--- src/rtl/showtank_auto.sv ---
// showtank_auto: attract/demo-mode tank mover for the tile-grid playfield.
// Steps one tile per step_tick from a loaded start pose; wrap or bounce at
// the edges, and requests a shot every FIRE_PERIOD steps via bul_sht.
//
// Ports:
//   clk, rst            system clock, synchronous active-high reset
//   enable              run/freeze control
//   step_tick           single-cycle move strobe
//   load                single-cycle pulse, capture start_x/start_y/start_dir
//   start_x, start_y    start tile (clamped into the grid)
//   start_dir           00 up, 01 down, 10 left, 11 right
//   bul_state_feedback  1 while this tank's bullet is in flight
//   x_rel_pos_out       current tile x
//   y_rel_pos_out       current tile y
//   tank_dir_out        current direction
//   bul_sht             one-cycle fire request
//   active              pose loaded and enable high (registered)
module showtank_auto #(
  parameter int GRID_W      = 25,
  parameter int GRID_H      = 13,
  parameter int POS_W       = 5,
  parameter int BOUNCE      = 0,
  parameter int FIRE_PERIOD = 8,
  parameter int ACK_TIMEOUT = 255
) (
  input  logic             clk,
  input  logic             rst,
  input  logic             enable,
  input  logic             step_tick,
  input  logic             load,
  input  logic [POS_W-1:0] start_x,
  input  logic [POS_W-1:0] start_y,
  input  logic [1:0]       start_dir,
  input  logic             bul_state_feedback,
  output logic [POS_W-1:0] x_rel_pos_out,
  output logic [POS_W-1:0] y_rel_pos_out,
  output logic [1:0]       tank_dir_out,
  output logic             bul_sht,
  output logic             active
);

  localparam logic [1:0] DIR_UP    = 2'b00;
  localparam logic [1:0] DIR_DOWN  = 2'b01;
  localparam logic [1:0] DIR_LEFT  = 2'b10;
  localparam logic [1:0] DIR_RIGHT = 2'b11;

  localparam logic [POS_W-1:0] X_MAX = POS_W'(GRID_W - 1);
  localparam logic [POS_W-1:0] Y_MAX = POS_W'(GRID_H - 1);
  // One extra bit so a grid of exactly 2^POS_W tiles still compares right.
  localparam logic [POS_W:0]   W_LIM = (POS_W + 1)'(GRID_W);
  localparam logic [POS_W:0]   H_LIM = (POS_W + 1)'(GRID_H);

  localparam bit FIRE_EN = (FIRE_PERIOD > 0);
  localparam int CNT_W   = $clog2((FIRE_PERIOD > 1) ? FIRE_PERIOD : 2);
  localparam logic [CNT_W-1:0] CNT_LAST =
    CNT_W'((FIRE_PERIOD > 0) ? FIRE_PERIOD - 1 : 0);

  localparam int TMR_W = $clog2((ACK_TIMEOUT > 1) ? ACK_TIMEOUT : 2);
  localparam logic [TMR_W-1:0] TMR_LAST =
    TMR_W'((ACK_TIMEOUT > 0) ? ACK_TIMEOUT - 1 : 0);

  typedef enum logic [1:0] {
    S_READY,
    S_WAIT_ACK,
    S_WAIT_DONE
  } fire_state_e;

  logic [POS_W-1:0] x_q;
  logic [POS_W-1:0] y_q;
  logic [1:0]       dir_q;
  logic             loaded_q;
  logic             active_q;
  logic [CNT_W-1:0] cnt_q;
  logic             pend_q;
  logic             sht_q;
  logic [TMR_W-1:0] tmr_q;
  logic [TMR_W-1:0] tmr_d;
  fire_state_e      state_q;
  fire_state_e      state_d;

  logic [POS_W-1:0] ld_x;
  logic [POS_W-1:0] ld_y;
  logic [POS_W-1:0] x_mv;
  logic [POS_W-1:0] y_mv;
  logic [1:0]       dir_mv;
  logic             at_edge;
  logic             step;
  logic             fire_hit;
  logic             issue;

  assign ld_x = ({1'b0, start_x} >= W_LIM) ? X_MAX : start_x;
  assign ld_y = ({1'b0, start_y} >= H_LIM) ? Y_MAX : start_y;

  assign step     = step_tick & enable & loaded_q & ~load;
  assign fire_hit = FIRE_EN & step & (cnt_q == CNT_LAST);

  always_comb begin
    at_edge = 1'b0;
    unique case (dir_q)
      DIR_UP:    at_edge = (y_q == '0);
      DIR_DOWN:  at_edge = (y_q == Y_MAX);
      DIR_LEFT:  at_edge = (x_q == '0);
      DIR_RIGHT: at_edge = (x_q == X_MAX);
      default:   at_edge = 1'b0;
    endcase
  end

  // In bounce mode the flipped direction can never be at an edge too
  // (grid is at least 2 wide), so the wrap arithmetic below is only
  // exercised in wrap mode.
  always_comb begin
    dir_mv = dir_q;
    if (BOUNCE != 0 && at_edge) begin
      dir_mv = dir_q ^ 2'b01;
    end
    x_mv = x_q;
    y_mv = y_q;
    unique case (dir_mv)
      DIR_UP:
        y_mv = (y_q == '0) ? Y_MAX : y_q - POS_W'(1);
      DIR_DOWN:
        y_mv = (y_q == Y_MAX) ? '0 : y_q + POS_W'(1);
      DIR_LEFT:
        x_mv = (x_q == '0) ? X_MAX : x_q - POS_W'(1);
      DIR_RIGHT:
        x_mv = (x_q == X_MAX) ? '0 : x_q + POS_W'(1);
      default: begin
        x_mv = x_q;
        y_mv = y_q;
      end
    endcase
  end

  always_ff @(posedge clk) begin
    if (rst) begin
      x_q      <= '0;
      y_q      <= '0;
      dir_q    <= DIR_UP;
      loaded_q <= 1'b0;
      active_q <= 1'b0;
      cnt_q    <= '0;
      pend_q   <= 1'b0;
    end else begin
      if (load) begin
        x_q      <= ld_x;
        y_q      <= ld_y;
        dir_q    <= start_dir;
        loaded_q <= 1'b1;
        cnt_q    <= '0;
        pend_q   <= 1'b0;
      end else begin
        if (step) begin
          x_q   <= x_mv;
          y_q   <= y_mv;
          dir_q <= dir_mv;
          if (FIRE_EN) begin
            cnt_q <= (cnt_q == CNT_LAST) ? '0 : cnt_q + CNT_W'(1);
          end
        end
        // A new period boundary beats the clear from a shot issued now.
        if (fire_hit) begin
          pend_q <= 1'b1;
        end else if (issue) begin
          pend_q <= 1'b0;
        end
      end
      active_q <= enable & (loaded_q | load);
    end
  end

  always_ff @(posedge clk) begin
    if (rst) begin
      state_q <= S_READY;
      tmr_q   <= '0;
      sht_q   <= 1'b0;
    end else begin
      state_q <= state_d;
      tmr_q   <= tmr_d;
      sht_q   <= issue;
    end
  end

  always_comb begin
    state_d = state_q;
    tmr_d   = tmr_q;
    issue   = 1'b0;
    unique case (state_q)
      S_READY: begin
        if (pend_q && !bul_state_feedback && enable) begin
          issue   = 1'b1;
          tmr_d   = '0;
          state_d = S_WAIT_ACK;
        end
      end
      S_WAIT_ACK: begin
        if (bul_state_feedback) begin
          state_d = S_WAIT_DONE;
        end else if (tmr_q == TMR_LAST) begin
          state_d = S_READY;
        end else begin
          tmr_d = tmr_q + TMR_W'(1);
        end
      end
      S_WAIT_DONE: begin
        if (!bul_state_feedback) begin
          state_d = S_READY;
        end
      end
      default: state_d = S_READY;
    endcase
  end

  assign x_rel_pos_out = x_q;
  assign y_rel_pos_out = y_q;
  assign tank_dir_out  = dir_q;
  assign bul_sht       = sht_q & enable;
  assign active        = active_q;

endmodule

--- config.mk ---
export PLATFORM = sky130hd
export DESIGN_NAME = showtank_auto
export DESIGN_NICKNAME = d
export VERILOG_FILES = /design/src/rtl/showtank_auto.sv
export SDC_FILE = /design/constraint.sdc
export NUM_CORES = 1
export LEC_CHECK = 0
export CAP_MARGIN = 30
export CORE_AREA = 2 2 67 69
export DETAILED_ROUTE_END_ITERATION = 10
export DIE_AREA = 0 0 69 71
export PLACE_DENSITY = 0.71
export SKIP_CTS_REPAIR_TIMING = 1
export SLEW_MARGIN = 20
export SYNTH_ARGS = -nofsm -noshare
export SYNTH_HDL_FRONTEND = slang
export SYNTH_SLANG_ARGS = --single-unit
export TNS_END_PERCENT = 100
--- constraint.sdc ---
create_clock -name clk -period 2.3 [get_ports clk]
set_input_delay 0.23 -clock clk [delete_from_list [all_inputs] [get_ports clk]]
set_output_delay 0.23 -clock clk [all_outputs]
set_load 0.02 [all_outputs]
# Word level (Yosys, flattened, before mapping)

Cells that the tools add are included.

Register bits: 29
Latch bits: 0
Bits in writable memories: 0
Memory bits (read-only): 0
Input port bits: 18
Output and inout port bits: 14
Word-level logic and storage cells: 83
Memories kept: 0

$add $sub $neg: 6
Multiply operators: 0
Div/mod/pow operators: 0
Order comparisons: 2
Eq/ne operators: 14
Shifts and indexed selects: 0
Multiplexer cells: 26
Bitwise operators: 8
Reductions and logical operators: 17

Operators by type and width:

| operator              | number |
|---|---|
| $mux W5               | 10 |
| $mux W8               | 3 |
| $pmux W5 S2           | 2 |
| $pmux W8 S2           | 1 |
| $add A5 B1 Y5 const B | 2 |
| $logic_not A5 Y1      | 2 |
| $sub A5 B1 Y5 const B | 2 |
| $add A8 B1 Y8 const B | 1 |
| $eq A8 B8 Y1 const B  | 1 |
| $mux W2               | 4 |
| $ne A2 B2 Y1 const B  | 4 |
| $and A1 B1 Y1         | 6 |
| $eq A2 B2 Y1 const B  | 3 |
| $pmux W2 S3           | 1 |
| $reduce_bool A2 Y1    | 3 |
| $reduce_bool A3 Y1    | 2 |
| $eq A5 B4 Y1 const B  | 1 |
| $eq A5 B5 Y1 const B  | 1 |
| $ge A5 B4 Y1 const B  | 1 |
| $ge A5 B5 Y1 const B  | 1 |
| $eq A2 B1 Y1 const B  | 2 |
| $logic_not A2 Y1      | 2 |
| $mux W1               | 4 |
| $reduce_and A2 Y1     | 2 |
| other kinds (11)      | 12 |

# Longest topological paths before layout

Gate-level depths: netlist of the first run.

Word-level depth: 7
Mapped depth: 7
Depth with buffers taken out: 7

# Worst setup path after synthesis of the first run

No wires, ideal clock.

Path type: register -> register
From: reg y_q[0] (netlist: y_rel_pos_out[0])
To: reg y_q[2] (netlist: y_rel_pos_out[2])
Setup time: 116 ps
Arrival: 1,727 ps
Path slack: 457 ps
Stages on the path, launching flop included: 8
Path buffers: 0
Period minus slack after synthesis: 1,843 ps
Path through: dfxtp_1 inv_1 ha_1 nor2b_1 a2111oi_0 o32ai_1 o21ai_0 nand2_1

Cells in the longest elaborated chain, start to end: 5

Ends and longest elaborated chain:

| what                                        | line     | source |
|---|---|---|
| start, declared                             | 69       | `logic [POS_W-1:0] y_q;` |
| start signal, assigned                      | 146      | `y_q <= ld_y;` |
| start signal, assigned                      | 154      | `y_q <= y_mv;` |
| $add A5 B1 Y5, or another cell as far along | 122      | `y_mv = (y_q == Y_MAX) ? '0 : y_q + POS_W'(1);` |
| $mux W5 (on tied branches)                  | 122, 120 |  |
| $pmux W5 S2 (*)                             | 118      | `unique case (dir_mv)` |
| $mux W5 (*)                                 | 152      | `if (step) begin` |
| $mux W5 (*)                                 | 144      | `if (load) begin` |

Every way passes the cells marked *; elsewhere a longest branch is shown, timed or not. The select of a mux whose other input is x is not followed.
A chain may end at the register's enable or synchronous reset.

# Worst setup path in the final report of the first run

From: reg x_q[0] (netlist: x_rel_pos_out[0])
To: reg x_q[2] (netlist: x_rel_pos_out[2])

Cells in the longest elaborated chain, start to end: 5

Ends and longest elaborated chain:

| what                                        | line     | source |
|---|---|---|
| start, declared                             | 68       | `logic [POS_W-1:0] x_q;` |
| start signal, assigned                      | 145      | `x_q <= ld_x;` |
| start signal, assigned                      | 153      | `x_q <= x_mv;` |
| $add A5 B1 Y5, or another cell as far along | 126      | `x_mv = (x_q == X_MAX) ? '0 : x_q + POS_W'(1);` |
| $mux W5 (on tied branches)                  | 126, 124 |  |
| $pmux W5 S2 (*)                             | 118      |  |
| $mux W5 (*)                                 | 152      |  |
| $mux W5 (*)                                 | 144      |  |

Marked as above.

==> impl_metrics.toml, run 1 <==
[worst_setup_path]
worstPathBufferInverterCount = 1
rr_worst_depth = 7
critPathMaxStageDelay_ns = 0.50
critical_path.endpoint = "x_rel_pos_out[2]"
critical_path.cell_chain = "inv_1 > ha_1 > nor2b_1 > a31oi_1 > a221oi_1 > o21a_1 > a211oi_1"
startpoint_of_the_worst_register_to_register_path = "x_rel_pos_out[0]"
worstSetupStartpointType = "register"
cp.arrival_ns = 2.13
worst_setup_path_end_kind = "register"
cp_slowest_cell = "dfxtp_1"
timing.critical_path.max_delay_family = "compound AO/OA/AOI/OAI gates"
worst-setup-path-type = "register to register"
worstSetupPathDepth = 7
ff2ff_setup_slack_ns = 0.35
path_max_fanout = 9
r2r_end = "x_rel_pos_out[2]"
critical_path_required_ns = 2.48
startpoint = "x_rel_pos_out[0]"

[clocking]
clkLatencyLatePin_ns = 0.28
clock-sinks = 29
clk_transition_reported_paths_ns = 0.06
h_tree_depth_reported_by_cts = 2
maximum_count_of_clock_buffers_along_a_single_path = 2
cts_inserted_buffers = 5
root_buffer = "clkbuf_8"
tritoncts = "built"

[timing]
max_freq_ghz = 0.512
final-hold-violation-count = 0
fin_ws_ns = 0.347
slew-limit-headroom_pct = 58.8
report.final.setup_viol = 0
setup-tns-final_ns = 0
grt_setup_unrepaired = "false"
min_period_over_period_pct = 84.9
fin_skew_ns = 0.00667
finalMaxSlewViolations = 0
worstMarginPinSlew_ns = 0.617
fin_crit_ns = 1.95

[pwr]
static-leakage-power_nw = 0.851
vdd_ir_drop_max_mv = 0.345
post-layout-total-power_mw = 1.17
power-per-cell-area_mw_per_mm2 = 518

[logic_synthesis]
synth_cell_type_count = 46
synth-main-ff-cell = "dfxtp_1"
count_of_flip_flops_with_a_built_in_enable_after_synthesis = 0
yosysWarningCount = 0
sequential_area_share_after_synthesis_pct = 32.0
post_syn_nets = 256
synthesis.area_per_instance_um2 = 7.95
syn_inst = 228
synthTopCellsByArea = "dfxtp_1 (32%), ha_1 (6.9%), nor2_1 (6.4%)"
post_synth_instance_area_mm2 = 0.00181
synthDominantAreaCellType = "dfxtp_1"
synth_top_cell_area_share_pct = 32.0
synth-seq-cells = 29
synthArstFlopShare_pct = 0

[grt]
grt_max_degree = 17
gr-usage-met3_pct = 4.84
grt_antenna_before_repair = 0
globalRouteTotalUtil_pct = 17.9
groute.layer.met2.usage_pct = 30.6
grt_pass1_wl_mm = 7.16
grt_pass1_vias = 1640
grt_overflow = 0
gr-usage-met1_pct = 21.7
grt.busiest_layer = "met2"

[final_layout]
antennaDiodeCount = 0
nets = 287
n_fill_cell = 407
stdcell_count = 312
syn_to_final_growth_pct = 24.4
post_route_cells_drive_above_1_share_pct = 7.31

[route]
routed-via-count = 1704
route.detailed.drc = 0
routed_wl_mm = 4.05
vias_per_cell = 5.46
drt_first_pass_iters = 4
drt.antenna.violating_nets = 0
initialDrtViolationCount = 82
wire_per_inst_um = 13.0

[die]
die_width_um = 69
ios = 32
start_util_pct = 43.1
rows = 24
floorplan.core_area_mm2 = 0.00420
die_height_um = 71
dieArea_mm2 = 0.00490

[place]
dp_hpwl_mm = 3.03
placement.setup.worst_slack_ns = 0.337
placedCellCount = 304
io_buffers = 31
gpl.final_weighted_congestion = 0.815

[status]
outcome = "finished clean"

[hold_path]
hp-class = "register to register"
holdPathStages = 2

[job]
max_cap_violations = 0
==> cells by family (layout without fill, tap and decap cells) <==
group | after synthesis | count (layout) | synth area share [%]
AND/OR/NAND/NOR | 102 | 102 | 29.4
AO/OA/AOI/OAI | 51 | 51 | 19.1
flip-flops | 29 | 29 | 32.0
buffers and inverters | 20 | 52 | 4.35
adder cells (fa/ha/maj) | 10 | 10 | 6.90
XOR/XNOR | 9 | 9 | 4.35
multiplexers | 7 | 7 | 3.86
==> routing by layer <==
layer  routed length, µm  vias up
met1                1910      773
met4                  78        0
met3                 183        7
met2                1880       43
li1                    -      881
met5                   0        -
==> worst min-delay path by stage <==
stage	start	endpoint	slack, ns
after detailed placement	cnt_q[1]	cnt_q[1]	0.49
after global placement	cnt_q[1]	cnt_q[1]	0.48
after floorplan	enable	active	0.35
after global routing	start_x[0]	x_rel_pos_out[0]	0.55
after CTS	cnt_q[1]	cnt_q[1]	0.51
final	cnt_q[2]	cnt_q[2]	0.50
==> state kept, by name, indices dropped and copies added, names as in the netlist <==
signal	count
active	1
state_q	2
loaded_q	1
pend_q	1
tmr_q	8
tank_dir_out	2
cnt_q	3
x_rel_pos_out	5
sht_q	1
y_rel_pos_out	5
==> synthesized netlist by cell type, types with 2 or more instances <==
cell type  instances
a21o_1             2
a211oi_1           2
nor3_2             2
nand3_1            8
inv_1              9
o22ai_1            3
clkbuf_1           7
mux2i_1            7
buf_2              3
o21a_1             2
nor4_1             3
nor3_1             9
xnor2_1            8
nand4_1            4
a211o_1            2
a21oi_1           10
ha_1              10
nand3b_1           3
o211ai_1           2
nor3b_1            2
a221oi_1           3
and2_1             2
or2_2              2
a31oi_1            6
nand2_1           16
a2111oi_0          2
and3_1             3
dfxtp_1           29
a22oi_1            3
nor2_1            31
nor2b_1            4
nand2b_1           8
o21ai_0            8
==> where the power goes <==
group	internal, mW	switching [mW]	total [mW]
combinational	0.114	0.110	0.225
clock	0.209	0.182	0.391
sequential	0.519	0.0343	0.553
total	0.842	0.327	1.17
==> worst register-to-register path, stage by stage, from the launching register on <==
cell and delay, ns:
dfxtp_1 0.50, inv_1 0.11, ha_1 0.23, nor2b_1 0.17, a31oi_1 0.30, a221oi_1 0.13, o21a_1 0.19, a211oi_1 0.22
==> per-stage QoR <==
| step | utilization, % | hold WS (ns) | area, µm² |
|---|---|---|---|
| finish | 53.7 | 0.503 | 2260 |
| global route | 53.7 | 0.549 | 2260 |
| CTS | 53.7 | 0.507 | 2260 |
| detailed placement | 51.7 | 0.492 | 2170 |
| global placement | 51.7 | 0.480 | 2170 |
| floorplan | - | 0.352 | 1810 |
==> cells in the final DEF, fill, tap and decap left out, drive strengths merged, types with 6 or more instances in the layout <==
cell type	netlist	layout
nor3	11	11
dfxtp	29	29
clkdlybuf4s50	0	31
a31oi	6	6
o21ai	8	8
clkbuf	7	6
ha	10	10
xnor2	8	8
nand2b	8	8
nand2	16	16
a21oi	10	10
inv	9	9
mux2i	7	7
nand3	8	8
nor2	31	31
==> final cells by class <==
| cell class | instances | area, µm² | area share (%) |
|---|---|---|---|
| multi-input combinational | 179 | 1150 | 51.1 |
| inverter | 9 | 33.8 | 1.50 |
| timing repair buffer | 35 | 340 | 15.1 |
| clock buffer | 6 | 72.6 | 3.22 |
| tap | 52 | 65.1 | 2.88 |
| clock inverter | 2 | 10.0 | 0.444 |
| sequential | 29 | 581 | 25.7 |
No activity file was read; power rests on OpenSTA's default activity.
==> run 2, diff against run 1 <==
--- a/config.mk
+++ b/config.mk
@@ -9,7 +9,7 @@
 export CORE_AREA = 2 2 67 69
 export DETAILED_ROUTE_END_ITERATION = 10
 export DIE_AREA = 0 0 69 71
-export PLACE_DENSITY = 0.71
+export PLACE_DENSITY = 0.74
 export SKIP_CTS_REPAIR_TIMING = 1
 export SLEW_MARGIN = 20
 export SYNTH_ARGS = -nofsm -noshare
==> constraint.sdc (replaced) <==
create_clock -name clk -period 1.6 [get_ports clk]
set_input_delay 0.16 -clock clk [delete_from_list [all_inputs] [get_ports clk]]
set_output_delay 0.16 -clock clk [all_outputs]
set_load 0.02 [all_outputs]
==> run 2 against run 1 <==
  * Via count grew 9.2%
  * Global-route usage is 1.5 points higher
  * Critical path depth is 1 higher
  * Non-clock buffer count grew 28
  * Flip-flop and latch count unchanged
  * Utilization increased by 8.3 points
  * Final cell count up 9.0%
  * Worst hold slack lost 0.041 ns
  * Design area is 16% higher
  * Sequential power increased by 41%
  * First-iteration DRC count up 18%
  * Largest cell class unchanged
==> impl_metrics.toml, run 2 (synthesis results as in run 1) <==
[pwr]
power.share.sequential_pct = 40.7
power.share.switching_pct = 26.7
net-switching-power_mw = 0.512
vdd_ir_drop_max_mv = 0.718
static-leakage-power_nw = 1.07
clkPwrFrac_pct = 37.3
cell_internal_pwr_mw = 1.41
power-per-cell-area_mw_per_mm2 = 737
share_comb_of_total_power_pct = 22.0

[clocking]
clk_transition_reported_paths_ns = 0.06
clkLatencyLatePin_ns = 0.28
clock-sinks = 29
cts_inserted_buffers = 5
maximum_count_of_clock_buffers_along_a_single_path = 2
tritoncts = "built"
root_buffer = "clkbuf_8"
h_tree_depth_reported_by_cts = 2

[grt]
grt_overflow = 0
grt_pass1_vias = 1720
grt_antenna_before_repair = 0
globalRouteTotalUtil_pct = 19.3
grt_max_degree = 14
grt_pass1_wl_mm = 7.71

[job]
max_cap_violations = 0

[worst_setup_path]
startpoint_of_the_worst_register_to_register_path = "x_rel_pos_out[0]"
worst-setup-path-type = "register to register"
r2r_end = "x_rel_pos_out[2]"
worstSetupStartpointType = "register"
ff2ff_setup_slack_ns = 0.008
rr_worst_depth = 8
critical_path_required_ns = 1.76
worst_setup_path_end_kind = "register"
cp.arrival_ns = 1.76
path_max_fanout = 2

[timing]
max_freq_ghz = 0.628
fin_crit_ns = 1.59
final-hold-violation-count = 0
worstMarginPinSlew_ns = 0.378
min_period_over_period_pct = 99.5
report.final.setup_viol = 0
worst_hold_slack_ns = 0.461
slew-limit-headroom_pct = 74.2
finalMaxSlewViolations = 0
fin_skew_ns = 0.00325
setup-tns-final_ns = 0
grt_setup_unrepaired = "true"

[die]
die_height_um = 71
floorplan.core_area_mm2 = 0.00420
die_width_um = 69
rows = 24
start_util_pct = 43.1
dieArea_mm2 = 0.00490
ios = 32

[route]
vias_per_cell = 5.47
drt.antenna.violating_nets = 0
wire_per_inst_um = 13.8
routed-via-count = 1860
initialDrtViolationCount = 97
routed_wl_mm = 4.69
drt_first_pass_iters = 4
route.detailed.drc = 0

[final_layout]
max_flop_register = "tmr_q"
nets = 315
syn_to_final_growth_pct = 43.8
mostFrequentLayoutCells = "buf_4 (32), nor2_1 (30), clkdlybuf4s50_1 (28)"
layout.cells.most_common = "buf_4"
antennaDiodeCount = 0
post_route_cells_drive_above_1_share_pct = 23.6
max_ffs_per_register = 8

[place]
gpl.final_weighted_congestion = 0.877
io_buffers = 31
dp_hpwl_mm = 3.37

[hold_path]
min_to = "x_rel_pos_out[0]"
hp-class = "primary input to register"
holdPathStages = 3
hp-start = "start_x[0]"

[status]
outcome = "finished clean"
## run 2: power by group through the flow
stage	combinational (mW)	clock [mW]	sequential, mW
floorplan	0.190	0	0.809
global placement	0.386	0	0.792
detailed placement	0.391	0	0.792
CTS	0.396	0.737	0.777
global route	0.462	0.772	0.783
finish	0.423	0.716	0.781
## run 2: stage by stage
step	setup WS, ns	area (µm²)	utilization [%]	total power [mW]	cells
floorplan	-0.00652	1830	-	0.999	228
global placement	-0.156	2400	57.0	1.18	332
detailed placement	-0.180	2400	57.0	1.18	332
CTS	-0.119	2510	59.6	1.91	340
global route	-0.125	2610	62.0	2.02	340
finish	0.00783	2610	62.0	1.92	340
## run 2: layout make-up
| class | instances | area, µm² |
|---|---|---|
| Fill cell | 384 | 1600 |
| Multi-Input combinational cell | 179 | 1240 |
| Timing Repair Buffer | 63 | 558 |
| Sequential cell | 29 | 598 |
| Tap cell | 52 | 65.1 |
| Clock buffer | 8 | 111 |
| Inverter | 9 | 33.8 |
## run 2: metal layers
metal / track usage [%] / wire length [µm] / vias to the layer above
met1: 24.6 / 2100 / 856
met3: 5.27 / 246 / 10
met2: 31.4 / 2240 / 57
li1: - / - / 937
met4: 7.41 / 99 / 0
met5: 0 / 0 / -
## run 2: worst max-delay path, cell delays in order, from the launching register on
cell and delay (ns):
dfxtp_4 0.34, inv_1 0.08, ha_1 0.16, buf_4 0.11
nor3b_1 0.18, o21ai_1 0.10, a221oi_1 0.33, o21a_1 0.15
a211oi_1 0.05
## run 2: worst max-delay path by stage
stage                                 from               end  slack [ns]  cells past startpoint
after global routing      x_rel_pos_out[0]  x_rel_pos_out[2]       -0.12                      8
after floorplan           y_rel_pos_out[1]  y_rel_pos_out[2]      -0.007                      7
after global placement              enable          tmr_q[7]       -0.16                      6
final                     x_rel_pos_out[0]  x_rel_pos_out[2]       0.008                      8
after CTS                           enable           bul_sht       -0.12                      4
after detailed placement            enable          tmr_q[5]       -0.18                      6
==> run 3, diff against run 2 <==
--- a/config.mk
+++ b/config.mk
@@ -9,7 +9,7 @@
 export CORE_AREA = 2 2 67 69
 export DETAILED_ROUTE_END_ITERATION = 10
 export DIE_AREA = 0 0 69 71
-export PLACE_DENSITY = 0.74
+export PLACE_DENSITY = 0.71
 export SKIP_CTS_REPAIR_TIMING = 1
 export SLEW_MARGIN = 20
 export SYNTH_ARGS = -nofsm -noshare
==> constraint.sdc (replaced) <==
create_clock -name clk -period 1.95 [get_ports clk]
set_input_delay 0.195 -clock clk [delete_from_list [all_inputs] [get_ports clk]]
set_output_delay 0.195 -clock clk [all_outputs]
set_load 0.02 [all_outputs]
==> run 3 against run 2 <==
  * Critical path depth shrank 1
  * Register-to-register slack gained 0.14 ns
  * Global-route usage shrank 0.86 points
  * Final cell count shrank 5.9%
  * Clock skew grew 0.0035 ns
  * Worst hold slack gained 0.037 ns
  * Non-clock buffer count shrank 20
  * Flip-flop and latch count is the same
  * Design area shrank 11%
  * Via count shrank 5.5%
  * Largest power group unchanged
==> impl_metrics.toml, run 3 (synthesis results as in run 1) <==
[pwr]
vdd_ir_drop_max_mv = 0.434
power.share.sequential_pct = 45.4
clkPwrFrac_pct = 34.3
net-switching-power_mw = 0.420
cell_internal_pwr_mw = 1.01
power.share.switching_pct = 29.4
share_comb_of_total_power_pct = 20.4
power-per-cell-area_mw_per_mm2 = 615
static-leakage-power_nw = 0.892

[route]
drt.antenna.violating_nets = 0
wire_per_inst_um = 13.3
vias_per_cell = 5.49
routed-via-count = 1757
routed_wl_mm = 4.26
route.detailed.drc = 0
initialDrtViolationCount = 83
drt_first_pass_iters = 4

[hold_path]
holdPathStages = 3
hp-class = "primary input to register"

[worst_setup_path]
worst_setup_path_end_kind = "register"
timing.critical_path.max_delay_family = "compound AO/OA/AOI/OAI gates"
worst-setup-path-type = "register to register"
critical_path_required_ns = 2.13
cp_slowest_cell = "a2111oi_1"
rr_worst_depth = 7
critical_path.cell_chain = "inv_1 > ha_1 > nor2b_1 > a2111oi_1 > o32ai_1 > o21ai_0 > nand2_1"
worstSetupPathDepth = 7
worstSetupStartpointType = "register"
worstPathBufferInverterCount = 1
critPathMaxStageDelay_ns = 0.41
cp.arrival_ns = 1.98
path_max_fanout = 5

[grt]
globalRouteTotalUtil_pct = 18.5
grt_antenna_before_repair = 0
grt_overflow = 0
grt_pass1_vias = 1643
grt_pass1_wl_mm = 7.38
grt_max_degree = 18

[die]
die_height_um = 71
floorplan.core_area_mm2 = 0.00420
rows = 24
die_width_um = 69
ios = 32
dieArea_mm2 = 0.00490
start_util_pct = 43.1

[clocking]
tritoncts = "built"
cts_inserted_buffers = 5
clk_transition_reported_paths_ns = 0.07
h_tree_depth_reported_by_cts = 2
maximum_count_of_clock_buffers_along_a_single_path = 2
clkLatencyLatePin_ns = 0.29
root_buffer = "clkbuf_8"
clock-sinks = 29

[timing]
max_freq_ghz = 0.555
worstMarginPinSlew_ns = 0.515
report.final.setup_viol = 0
grt_setup_unrepaired = "false"
fin_crit_ns = 1.80
setup-tns-final_ns = 0
min_period_over_period_pct = 92.5
final-hold-violation-count = 0
finalMaxSlewViolations = 0
slew-limit-headroom_pct = 65.5
fin_skew_ns = 0.00676

[final_layout]
max_ffs_per_register = 8
nets = 295
max_flop_register = "tmr_q"
mostFrequentLayoutCells = "nor2_1 (31), clkdlybuf4s50_1 (31), dfxtp_1 (29)"
post_route_cells_drive_above_1_share_pct = 10.4
antennaDiodeCount = 0
syn_to_final_growth_pct = 28.0
final_area_mm2 = 0.00232

[status]
outcome = "finished clean"

[place]
detailed_place.area_mm2 = 0.00223
io_buffers = 31
gpl.final_weighted_congestion = 0.879
dp_hpwl_mm = 3.13

[job]
max_cap_violations = 0
run 3: changes by cell type in the layout (fill, tap and decap cells not counted), moves of 3 or more:
cell / before / now
dfxtp_2: 5 / 0
clkdlybuf4s50_1: 28 / 31
dfxtp_4: 3 / 0
dlymetal6s2s_1: 3 / 0
dfxtp_1: 21 / 29
buf_4: 32 / 12
run 3: metal layers:
metal,vias to the layer above,GRT usage [%],share of wire [%]
met5,-,0,0
met4,0,10.9,2.3
met3,10,4.13,4.4
met2,52,27.7,43
met1,797,24.4,50
li1,898,-,-
run 3: power by group through the flow:
stage	Combinational, mW	Sequential (mW)	Clock [mW]
2_1_floorplan	0.156	0.665	0
3_3_place_gp	0.286	0.658	0
3_5_place_dp	0.287	0.659	0
4_1_cts	0.289	0.646	0.507
5_1_grt	0.319	0.651	0.536
6_report	0.290	0.647	0.489
run 3: path summary, 6_finish.rpt:
| path | from | slack, ns | to |
|---|---|---|---|
| worst max-delay path | y_rel_pos_out[1] | 0.15 | y_rel_pos_out[2] |
| worst max register to register | y_rel_pos_out[1] | 0.15 | y_rel_pos_out[2] |
| worst min register to register | cnt_q[1] | 0.50 | cnt_q[1] |
| worst min-delay path | start_x[0] | 0.50 | x_rel_pos_out[0] |
run 3: cell type report:
type,count,area [µm²]
Fill cell,422,1880
Multi-Input combinational cell,179,1150
Sequential cell,29,581
Timing Repair Buffer,43,400
Clock buffer,5,68.8
Tap cell,52,65.1
Inverter,9,33.8
Clock inverter,3,17.5
run 3: metrics by stage:
stage,util (%),hold slack (ns),instances,power (mW),setup WS [ns]
6_report,55.2,0.498,320,1.43,0.147
4_1_cts,55.2,0.494,320,1.44,0.138
2_1_floorplan,-,0.317,228,0.821,0.107
3_3_place_gp,53.1,0.482,312,0.945,0.154
5_1_grt,55.2,0.493,320,1.51,0.00629
3_5_place_dp,53.1,0.495,312,0.946,0.152
run 3: tightest hold or removal path, cell delays in order:
cell and delay (ns):
clkdlybuf4s50_1 0.41, nand2_1 0.07, a221oi_1 0.07
